$ cat src/rtl/tdm_demux.sv
// tdm_demux: receiving end of a slot-multiplexed link.
// A serial stream of W-bit beats is split into frames of N_CH slots; the
// beat flagged with frame_start is slot 0 and slot i lands in channel i.
//
// Handshake: din_valid qualifies din and frame_start for one cycle. There is
// no ready signal; the block accepts one beat every clock it is offered, and
// frame_start is ignored on cycles where din_valid is low.
//
// Build option: define TDM_DEMUX_FRAME_LATCH_EN to stage slots in a shadow
// register and publish a whole frame at once on completion. When it is left
// undefined, each accepted slot writes its channel register directly.
//
// state_dbg exposes the FSM (0 = IDLE, 1 = RUN) for observation.

module tdm_demux #(
    parameter int N_CH = 8,
    parameter int W    = 1
) (
    input  logic              clk,
    input  logic              rst_n,
    input  logic [W-1:0]      din,
    input  logic              din_valid,
    input  logic              frame_start,
    output logic [N_CH*W-1:0] ch_data,
    output logic [N_CH-1:0]   ch_valid,
    output logic              frame_done,
    output logic              frame_err,
    output logic              state_dbg
);

    localparam int SW = (N_CH > 1) ? $clog2(N_CH) : 1;
    localparam logic [SW-1:0] LAST_SLOT = SW'(N_CH - 1);
    localparam logic [SW-1:0] SLOT_ONE  = SW'(1);
    localparam logic [N_CH-1:0] ONE_HOT0 = {{(N_CH-1){1'b0}}, 1'b1};

    typedef enum logic {
        IDLE = 1'b0,
        RUN  = 1'b1
    } state_t;

    state_t           state, state_n;
    logic [SW-1:0]    slot, slot_n;

    // Decoded action for the current beat.
    logic             cap;
    logic [SW-1:0]    cap_idx;
    logic             done_n;
    logic             err_n;

    // Next values of the registered outputs.
    logic [N_CH*W-1:0] ch_data_n;
    logic [N_CH-1:0]   ch_valid_n;

`ifdef TDM_DEMUX_FRAME_LATCH_EN
    logic [N_CH*W-1:0] shadow, shadow_n;
`endif

    // State and slot counter register.
    always_ff @(posedge clk or negedge rst_n) begin
        if (!rst_n) begin
            state <= IDLE;
            slot  <= '0;
        end else begin
            state <= state_n;
            slot  <= slot_n;
        end
    end

    // Next-state decode: which slot (if any) this beat fills and which pulses fire.
    always_comb begin
        state_n = state;
        slot_n  = slot;
        cap     = 1'b0;
        cap_idx = '0;
        done_n  = 1'b0;
        err_n   = 1'b0;
        if (din_valid) begin
            case (state)
                IDLE: begin
                    if (frame_start) begin
                        cap     = 1'b1;
                        cap_idx = '0;
                        slot_n  = SLOT_ONE;
                        state_n = RUN;
                    end else begin
                        // Orphan beat with no frame context: drop it.
                        err_n = 1'b1;
                    end
                end
                RUN: begin
                    if (frame_start) begin
                        // Early restart: abandon the partial frame, this beat is slot 0.
                        err_n   = 1'b1;
                        cap     = 1'b1;
                        cap_idx = '0;
                        slot_n  = SLOT_ONE;
                    end else begin
                        cap     = 1'b1;
                        cap_idx = slot;
                        if (slot == LAST_SLOT) begin
                            done_n  = 1'b1;
                            slot_n  = '0;
                            state_n = IDLE;
                        end else begin
                            slot_n = slot + SLOT_ONE;
                        end
                    end
                end
                default: begin
                    state_n = IDLE;
                    slot_n  = '0;
                end
            endcase
        end
    end

`ifdef TDM_DEMUX_FRAME_LATCH_EN
    // Stage slots in the shadow; publish the complete frame only on completion.
    always_comb begin
        shadow_n   = shadow;
        ch_data_n  = ch_data;
        ch_valid_n = '0;
        if (cap) begin
            shadow_n[cap_idx*W +: W] = din;
        end
        if (done_n) begin
            ch_data_n  = shadow_n;
            ch_valid_n = '1;
        end
    end

    // Shadow register holding the frame under assembly.
    always_ff @(posedge clk or negedge rst_n) begin
        if (!rst_n) begin
            shadow <= '0;
        end else begin
            shadow <= shadow_n;
        end
    end
`else
    // Write each accepted slot straight into its channel and strobe that channel.
    always_comb begin
        ch_data_n  = ch_data;
        ch_valid_n = '0;
        if (cap) begin
            ch_data_n[cap_idx*W +: W] = din;
            ch_valid_n                = ONE_HOT0 << cap_idx;
        end
    end
`endif

    // Registered outputs: one cycle after the accepted beat.
    always_ff @(posedge clk or negedge rst_n) begin
        if (!rst_n) begin
            ch_data    <= '0;
            ch_valid   <= '0;
            frame_done <= 1'b0;
            frame_err  <= 1'b0;
        end else begin
            ch_data    <= ch_data_n;
            ch_valid   <= ch_valid_n;
            frame_done <= done_n;
            frame_err  <= err_n;
        end
    end

    assign state_dbg = (state == RUN);

endmodule

$ cat config.mk
export PLATFORM = sky130hd
export DESIGN_NAME = tdm_demux
export DESIGN_NICKNAME = d
export VERILOG_FILES = /design/src/rtl/tdm_demux.sv
export SDC_FILE = /design/constraint.sdc
export NUM_CORES = 1
export LEC_CHECK = 0
export ABC_AREA = 1
export BUFFER_PORTS_ARGS = -buffer_cell sky130_fd_sc_hd__buf_4
export CORE_MARGIN = 5
export CORE_UTILIZATION = 35
export CTS_CLUSTER_SIZE = 10
export DETAILED_ROUTE_END_ITERATION = 10
export PLACE_DENSITY = 0.61
export SLEW_MARGIN = 40
export SYNTH_ARGS = -nofsm -noshare
export SYNTH_HDL_FRONTEND = slang
export SYNTH_SLANG_ARGS = --single-unit
$ cat constraint.sdc
create_clock -name clk -period 1.56 [get_ports clk]
set_input_delay 0.234 -clock clk [delete_from_list [all_inputs] [get_ports clk]]
set_output_delay 0.234 -clock clk [all_outputs]
set_load 0.02 [all_outputs]
# Word-level counts from Yosys, hierarchy flattened
# Index checks and enable logic that the tools add are counted.
# classes
add_sub_neg	2
eq_ne	2
shifts	3
n_mux	22
bitwise	1
reduce_logical	1
# op_table
operator	n
3-bit negation with 34-bit output	1
1-bit by 34-bit variable shift with 8-bit output (first input constant)	1
1-bit by 34-bit variable part select with 8-bit output	1
3-bit 2-to-1 mux	5
3-bit case mux with 2 select lines	2
1-bit 2-to-1 mux	10
8-bit bitwise mux	1
8-bit 2-to-1 mux	1
1-bit by 3-bit left shift with 8-bit output (first input constant)	1
1-bit case mux with 2 select lines	3
3-bit by 1-bit adder with 3-bit output (second input constant)	1
3-bit equality test (second input constant)	1
2-bit != test (second input constant)	1
2-bit AND reduction	1
1-bit inverter	1
# word_totals
register_bits	22
in_bits	5

# Depth between registers and ports, before layout
# Gate-level depths: netlist of run 1.
# depth
ltp_word	6
mapped_depth	13
depth_no_buf	13

# Worst setup path after synthesis of run 1
# OpenSTA, ideal clock, no wires.
# synth_timing
path_kind	register to register
start	register state, in the netlist state_dbg
end	register ch_data[5]
setup_ns	0.121
arrival_ns	1.758
t_required_ns	1.439
slack_ns	-0.318
path_stages_with_launch	12
period_less_slack_ns	1.878
path_cell_list	dfrtp_1 inv_2 nor2_8 nand2_4 nand2_1 inv_1 ha_1 buf_2 inv_1 nand3_1 nand2_1 o21ai_1
# synth_between
elab_chain_len	6
elab_cells_between_ends	9
cone_classes	add/sub: 1; shift: 2; mux: 5; bitwise: 1
# synth_lines
item	line_no	source
from (decl)	41	state_t state, state_n;
from (signal assigned)	64	state <= state_n;
1-bit inverter	n/a	
3-bit case mux with 2 select lines	78	case (state)
3-bit 2-to-1 mux	77	if (din_valid) begin
3-bit negation with 34-bit output	146	ch_data_n[cap_idx*W +: W] = din;
1-bit by 34-bit variable part select with 8-bit output / 1-bit by 34-bit variable shift with 8-bit output (equally long branches)	146	
8-bit bitwise mux	146	
to (signal assigned)	160	ch_data <= ch_data_n;
to (decl)	24	output logic [N_CH*W-1:0] ch_data,
# Parallel ways exist; a longest one is shown, timed or not.
# A chain may end at the register's enable or synchronous reset.

# Final worst setup path of run 1
# layout_timing
start	register state, in the netlist state_dbg
end	register ch_data[2]
# The elaborated chain is that of the path after synthesis.

==> results.py, run 1 <==
metrics = {
    "pwr": {
        "comb_power_share_pct": 43.5,
        "seqPwrFrac_pct": 40.2,
        "leakage_uw": 0.000915,
        "vdd_drop_max_v": 0.000393,
        "power.density_nw_per_um2": 966,
        "switching_power_uw": 612,
        "p_clk_share_pct": 16.3,
        "switching_share_pct": 36.4,
        "p_int_uw": 1070,
    },
    "grt": {
        "grt_pass1_vias": 1090,
        "grt_max_degree": 23,
        "grt_pass1_wl_um": 4660,
        "antenna_found_initial": 0,
        "grt_overflow": 0,
        "grt_usage_pct": 13.3,
    },
    "synthesis": {
        "synth-simple-area-share_pct": 31.4,
        "syn-num-nets": 150,
        "synthMuxAreaShare_pct": 0,
        "seq_area_frac_synth_pct": 46.3,
        "synthAdderAreaFrac_pct": 8.42,
        "synthCells": 137,
        "synth.distinct_cells": 22,
        "synth.avg_cell_area_sq_um": 8.68,
        "synth-compound-area-share_pct": 5.47,
        "post-synth-top-count-cell": "nand2_1",
        "ys_ff_latch": 22,
        "synth_edf_count": 0,
        "yosys_warnings": 0,
        "yosys.area.top_type_share_pct": 46.3,
        "yosysTopAreaCell": "dfrtp_1",
        "ys_top_cells_by_count": "nand2_1, dfrtp_1, inv_1, nor2_1, ha_1",
        "async_reset_ff_share_pct": 100,
        "ys.flop_type": "dfrtp_1",
        "yosys-top-cells-area": "dfrtp_1, nand2_1, ha_1, inv_1, nor2_1",
        "synth_top_family_by_area": "simple AND/OR/NAND/NOR gates",
        "synth_area_sq_um": 1190,
        "synth-xor-area-share_pct": 0,
    },
    "cells_and_area": {
        "layout.nets": 197,
        "area_growth_pct": 46.1,
        "final_core_util_pct": 52.5,
        "multi_input_area_sq_um": 637,
        "diodes": 0,
        "fill_cells": 334,
        "drive_above_1_share_pct": 43.7,
        "regArea_sq_um": 552,
    },
    "run_status": {
        "status": "complete, but fails checks",
        "violations": "negative setup slack",
    },
    "route": {
        "totalWireLength_um": 2680,
        "drt_iter0_drc": 21,
        "wl_per_cell_um": 11.7,
        "num_vias": 1056,
        "dr.pass1.iters": 4,
        "drc": 0,
        "antenna_left": 0,
        "via_per_inst": 4.61,
    },
    "setup_path": {
        "cp_cell_sequence": "inv_4, nor2_8, nand2_4, nand2_4, inv_4, ha_4, nand2_1, inv_1, nand2_2, o21ai_1, nand2_1",
        "cp_max_fo": 6,
        "worstSetupPathType": "reg2reg",
        "critPathCaptureType": "flip-flop",
        "slowest_stage": "dfrtp_2",
        "slowest_delay_ps": 420,
        "arrival_ps": 1840,
        "critPathRequiredTime_ps": 1770,
        "critPathLaunchType": "flip-flop",
    },
    "job": {
        "maxCapViolations": 0,
    },
    "place": {
        "dp_hpwl_um": 2080,
        "place_congestion": 0.918,
        "io_buffers": 23,
    },
    "timing": {
        "finalHoldViolations": 0,
        "tightest_slew_ps": 279,
        "min_period_over_period_pct": 104,
        "finalMaxSlewViolations": 0,
        "fin_ws_ps": -65.1,
        "timing.hold.ws_ps": 177,
        "period_minus_slack_ps": 1630,
        "maxSlewHeadroom_pct": 81.4,
        "fmax_mhz": 615,
        "finalSetupViolCount": 8,
        "finClkSkew_ps": 1.83,
        "rsz0062_at_grt": "yes",
    },
    "hold_path": {
        "hold_path_class": "in2reg",
    },
    "clocking": {
        "cts_sinks": 22,
        "clk_pin_slew_ps": 120,
        "cts-root-buf": "clkbuf_4",
        "insertion_delay_ps": 310,
        "cts_tree": "done",
        "cts_max_path_buffers": 2,
        "htree_levels": 1,
        "cts_buffers": 3,
    },
    "floorplan": {
        "die_w_um": 68.3,
        "rows": 21,
        "die_h_um": 68.3,
        "initial_core_util_pct": 35.9,
        "die-area_sq_um": 4660,
        "top_level_ports": 24,
        "core_sq_um": 3310,
    },
}
-- routing by layer --
metal / routed length [um] / global-route usage [%] / vias to the layer above
met2: 1400 / 23.6 / 17
li1: - / - / 529
met3: 95 / 2.13 / 5
met5: 0 / 0 / -
met1: 1130 / 15.4 / 505
met4: 55 / 6.45 / 0
-- final timing paths --
check	startpoint	endpoint	slack [ps]	cells past startpoint
worst min-delay path	din_valid	frame_err	180	3
max in group asynchronous	rst_n	state_dbg	1000	2
worst max-delay path	state_dbg	ch_data[2]	-70	11
worst min register to register	ch_data[2]	ch_data[2]	500	2
min in group asynchronous	rst_n	ch_valid[4]	330	2
worst max register to register	state_dbg	ch_data[2]	-70	11
-- sequential cells by signal (all words and copies together) (netlist names) --
signal and count:
slot 3, frame_err 1, state_dbg 1, ch_data 8
ch_valid 8, frame_done 1
-- layout by cell type (no fill, tap or decap), types with 3 or more instances in the layout --
| master | count |
|---|---|
| dfrtp_1 | 21 |
| inv_2 | 3 |
| nand3_1 | 4 |
| ha_4 | 3 |
| nand4_1 | 5 |
| clkbuf_4 | 3 |
| o21ai_1 | 5 |
| nor2_2 | 6 |
| inv_1 | 18 |
| nand2_4 | 4 |
| nand2_1 | 26 |
| nor3_1 | 3 |
| buf_4 | 40 |
| ha_1 | 4 |
| nor2_1 | 11 |
-- cell type report --
class,count,area share [%]
timing repair buffer,44,20.8
inverter,24,5.91
sequential,22,31.8
multi-input combinational,89,36.7
clock buffer,4,1.51
tap,46,3.31
-- power by group through the flow --
| stage | combinational, uW | sequential, uW | clock (uW) |
|---|---|---|---|
| after floorplan | 329 | 746 | 0 |
| after global placement | 632 | 684 | 0 |
| after detailed placement | 649 | 686 | 0 |
| after CTS | 710 | 675 | 284 |
| after global routing | 808 | 683 | 309 |
| final | 729 | 675 | 273 |
-- what timing repair did --
action | in CTS | in global routing
setup buffers | 2 | 0
endpoints found under the setup margin | 7 | 10
pin swaps | 13 | 7
endpoints found under the hold margin | 22 | 0
gates cloned | 0 | 0
hold buffers | 1 | 0
gates resized for setup | 8 | 12
-- cell families (layout without fill, tap and decap cells) --
kind of cell / count (synthesis) / count (layout)
and+or+nand+nor: 70 / 70
AOI/OAI and AO/OA: 11 / 11
DFF: 22 / 22
adders and majority gates: 8 / 8
buffers and inverters: 26 / 72
-- stage by stage --
step,TNS (ps),cell area (sq um),worst slack (ps),cells,total power [uW]
detailed placement,-346,1600,-77.1,222,1330
finish,-276,1740,-65.1,229,1680
CTS,-96.4,1700,-36.7,229,1670
global placement,-191,1600,-49.0,222,1320
floorplan,-530,1240,-143,137,1070
global route,-1180,1740,-158,229,1800
-- worst max-delay path: cells and delay by family (launching register included) --
family                     cells  cell delay [ps]
DFF                            1              420
AOI/OAI and AO/OA              1              120
and+or+nand+nor                6              490
buffers and inverters          3              180
adders and majority gates      1              310
Note: power is estimated with default switching activity, not from simulation.
==> run 2: changes to the inputs <==
--- a/config.mk
+++ b/config.mk
@@ -11,3 +11,2 @@
 export CORE_UTILIZATION = 35
-export CTS_CLUSTER_SIZE = 10
 export DETAILED_ROUTE_END_ITERATION = 10
--- a/constraint.sdc
+++ b/constraint.sdc
@@ -3,2 +3,2 @@
 set_output_delay 0.234 -clock clk [all_outputs]
-set_load 0.02 [all_outputs]
+set_load 0.1 [all_outputs]
==> results.py, run 2 (synthesis gave the netlist of run 1 again) <==
metrics = {
    "run_status": {
        "status": "complete, but fails checks",
        "violations": "negative setup slack",
    },
    "setup_path": {
        "critPathRequiredTime_ps": 1790,
        "worstSetupPathType": "reg2reg",
        "critPathCaptureType": "flip-flop",
        "critPathLaunchType": "flip-flop",
        "rrSetupSlack_ps": -60,
        "r2r_start": "state_dbg",
        "cp_max_fo": 6,
        "worstRegToRegCells": 11,
        "arrival_ps": 1840,
        "r2r-end": "ch_data[0]",
    },
    "cells_and_area": {
        "layout_common_cells": "buf_4, nand2_1, dfrtp_1",
        "area_growth_pct": 51.1,
        "final_common_cell": "buf_4",
        "layout.nets": 200,
        "top_regs": "ch_data: 8 flops, ch_valid: 8 flops, slot: 3 flops",
        "drive_above_1_share_pct": 48.4,
        "diodes": 0,
        "final_core_util_pct": 54.2,
    },
    "route": {
        "dr.pass1.iters": 4,
        "num_vias": 1080,
        "totalWireLength_um": 2860,
        "wl_per_cell_um": 12.3,
        "via_per_inst": 4.66,
        "drt_iter0_drc": 57,
        "antenna_left": 0,
        "drc": 0,
    },
    "grt": {
        "grt_pass1_vias": 1123,
        "grt_overflow": 0,
        "grt_max_degree": 23,
        "antenna_found_initial": 0,
        "grt_pass1_wl_um": 4940,
        "grt_usage_pct": 14.0,
    },
    "timing": {
        "finClkSkew_ps": 7.96,
        "finalHoldViolations": 0,
        "tns_ps": -99.9,
        "finalMaxSlewViolations": 0,
        "tightest_slew_ps": 281,
        "period_minus_slack_ps": 1620,
        "finalSetupViolCount": 5,
        "fin_ws_ps": -56.3,
        "min_period_over_period_pct": 104,
        "fmax_mhz": 619,
        "rsz0062_at_grt": "yes",
        "maxSlewHeadroom_pct": 81.3,
        "timing.hold.ws_ps": 211,
    },
    "job": {
        "maxCapViolations": 0,
    },
    "floorplan": {
        "rows": 21,
        "die_w_um": 68.3,
        "top_level_ports": 24,
        "initial_core_util_pct": 35.9,
        "core_sq_um": 3310,
        "die-area_sq_um": 4660,
        "die_h_um": 68.3,
    },
    "place": {
        "pre_cts_ws_ps": -91.0,
        "io_buffers": 23,
        "place_congestion": 0.888,
        "dp_hpwl_um": 1920,
    },
    "clocking": {
        "cts_buffers": 3,
        "cts-root-buf": "clkbuf_4",
        "htree_levels": 1,
        "cts_tree": "done",
        "cts_sinks": 22,
        "insertion_delay_ps": 320,
        "cts_max_path_buffers": 2,
        "clk_pin_slew_ps": 130,
    },
    "hold_path": {
        "worstHoldPathCells": 3,
        "hold_path_class": "in2reg",
        "hold_start": "din_valid",
        "hold_end": "frame_done",
    },
    "pwr": {
        "leakage_uw": 0.000929,
        "vdd_drop_max_v": 0.000780,
        "power.density_nw_per_um2": 1150,
    },
}
[run 2: cell type report]
cell class | instances | area, sq um
well taps | 46 | 57.6
clock buffers | 4 | 36.3
repair buffers | 47 | 379
flip-flops and latches | 22 | 554
multi-input cells | 89 | 666
fillers | 313 | 1520
inverters | 24 | 103
[run 2: worst max-delay path, cell delays in order, from the launching register on]
cell and delay (ps):
dfrtp_4 510, inv_4 90, nor2_8 50, nand2_4 80, nand2_4 50, inv_4 70
ha_4 220, buf_6 130, nor4_4 140, nand2_1 80, nand2_1 60, nand2_1 50
[run 2: how the worst max path moves through the flow]
stage,from,end,depth (start not counted)
2_1_floorplan,state_dbg,ch_data[2],12
3_3_place_gp,frame_start,ch_data[0],10
3_5_place_dp,state_dbg,ch_data[2],11
4_1_cts,state_dbg,ch_data[0],11
5_1_grt,state_dbg,ch_data[0],11
6_report,state_dbg,ch_data[0],11
[run 2: stage by stage]
stage | instances | instance area (sq um) | power, uW
global placement | 222 | 1610 | 1600
detailed placement | 222 | 1610 | 1620
global route | 232 | 1800 | 2180
CTS | 232 | 1750 | 2030
finish | 232 | 1800 | 2060
floorplan | 137 | 1250 | 1370
[run 2: per-layer routing]
layer / share of wire, % / wire length, um / vias up / global-route usage [%]
met3: 2.9 / 84 / 9 / 2.13
li1: - / - / 535 / -
met5: 0 / 0 / - / 0
met2: 54 / 1540 / 20 / 25.6
met4: 2.6 / 74 / 0 / 6.20
met1: 40 / 1160 / 516 / 15.8
[run 2: repair_timing]
item / in CTS / in global routing
pin swaps: 10 / 6
hold buffers: 1 / 0
buffers inserted: 5 / 0
resized for setup: 16 / 16
endpoints found under the setup margin: 5 / 11
hold endpoints to repair: 22 / 0
[run 2: power by group]
part,internal (uW),total [uW],leakage (uW),switching (uW)
Clock,143,325,0.0000210,183
Sequential,638,672,0.000289,34.4
Combinational,343,1060,0.000619,721
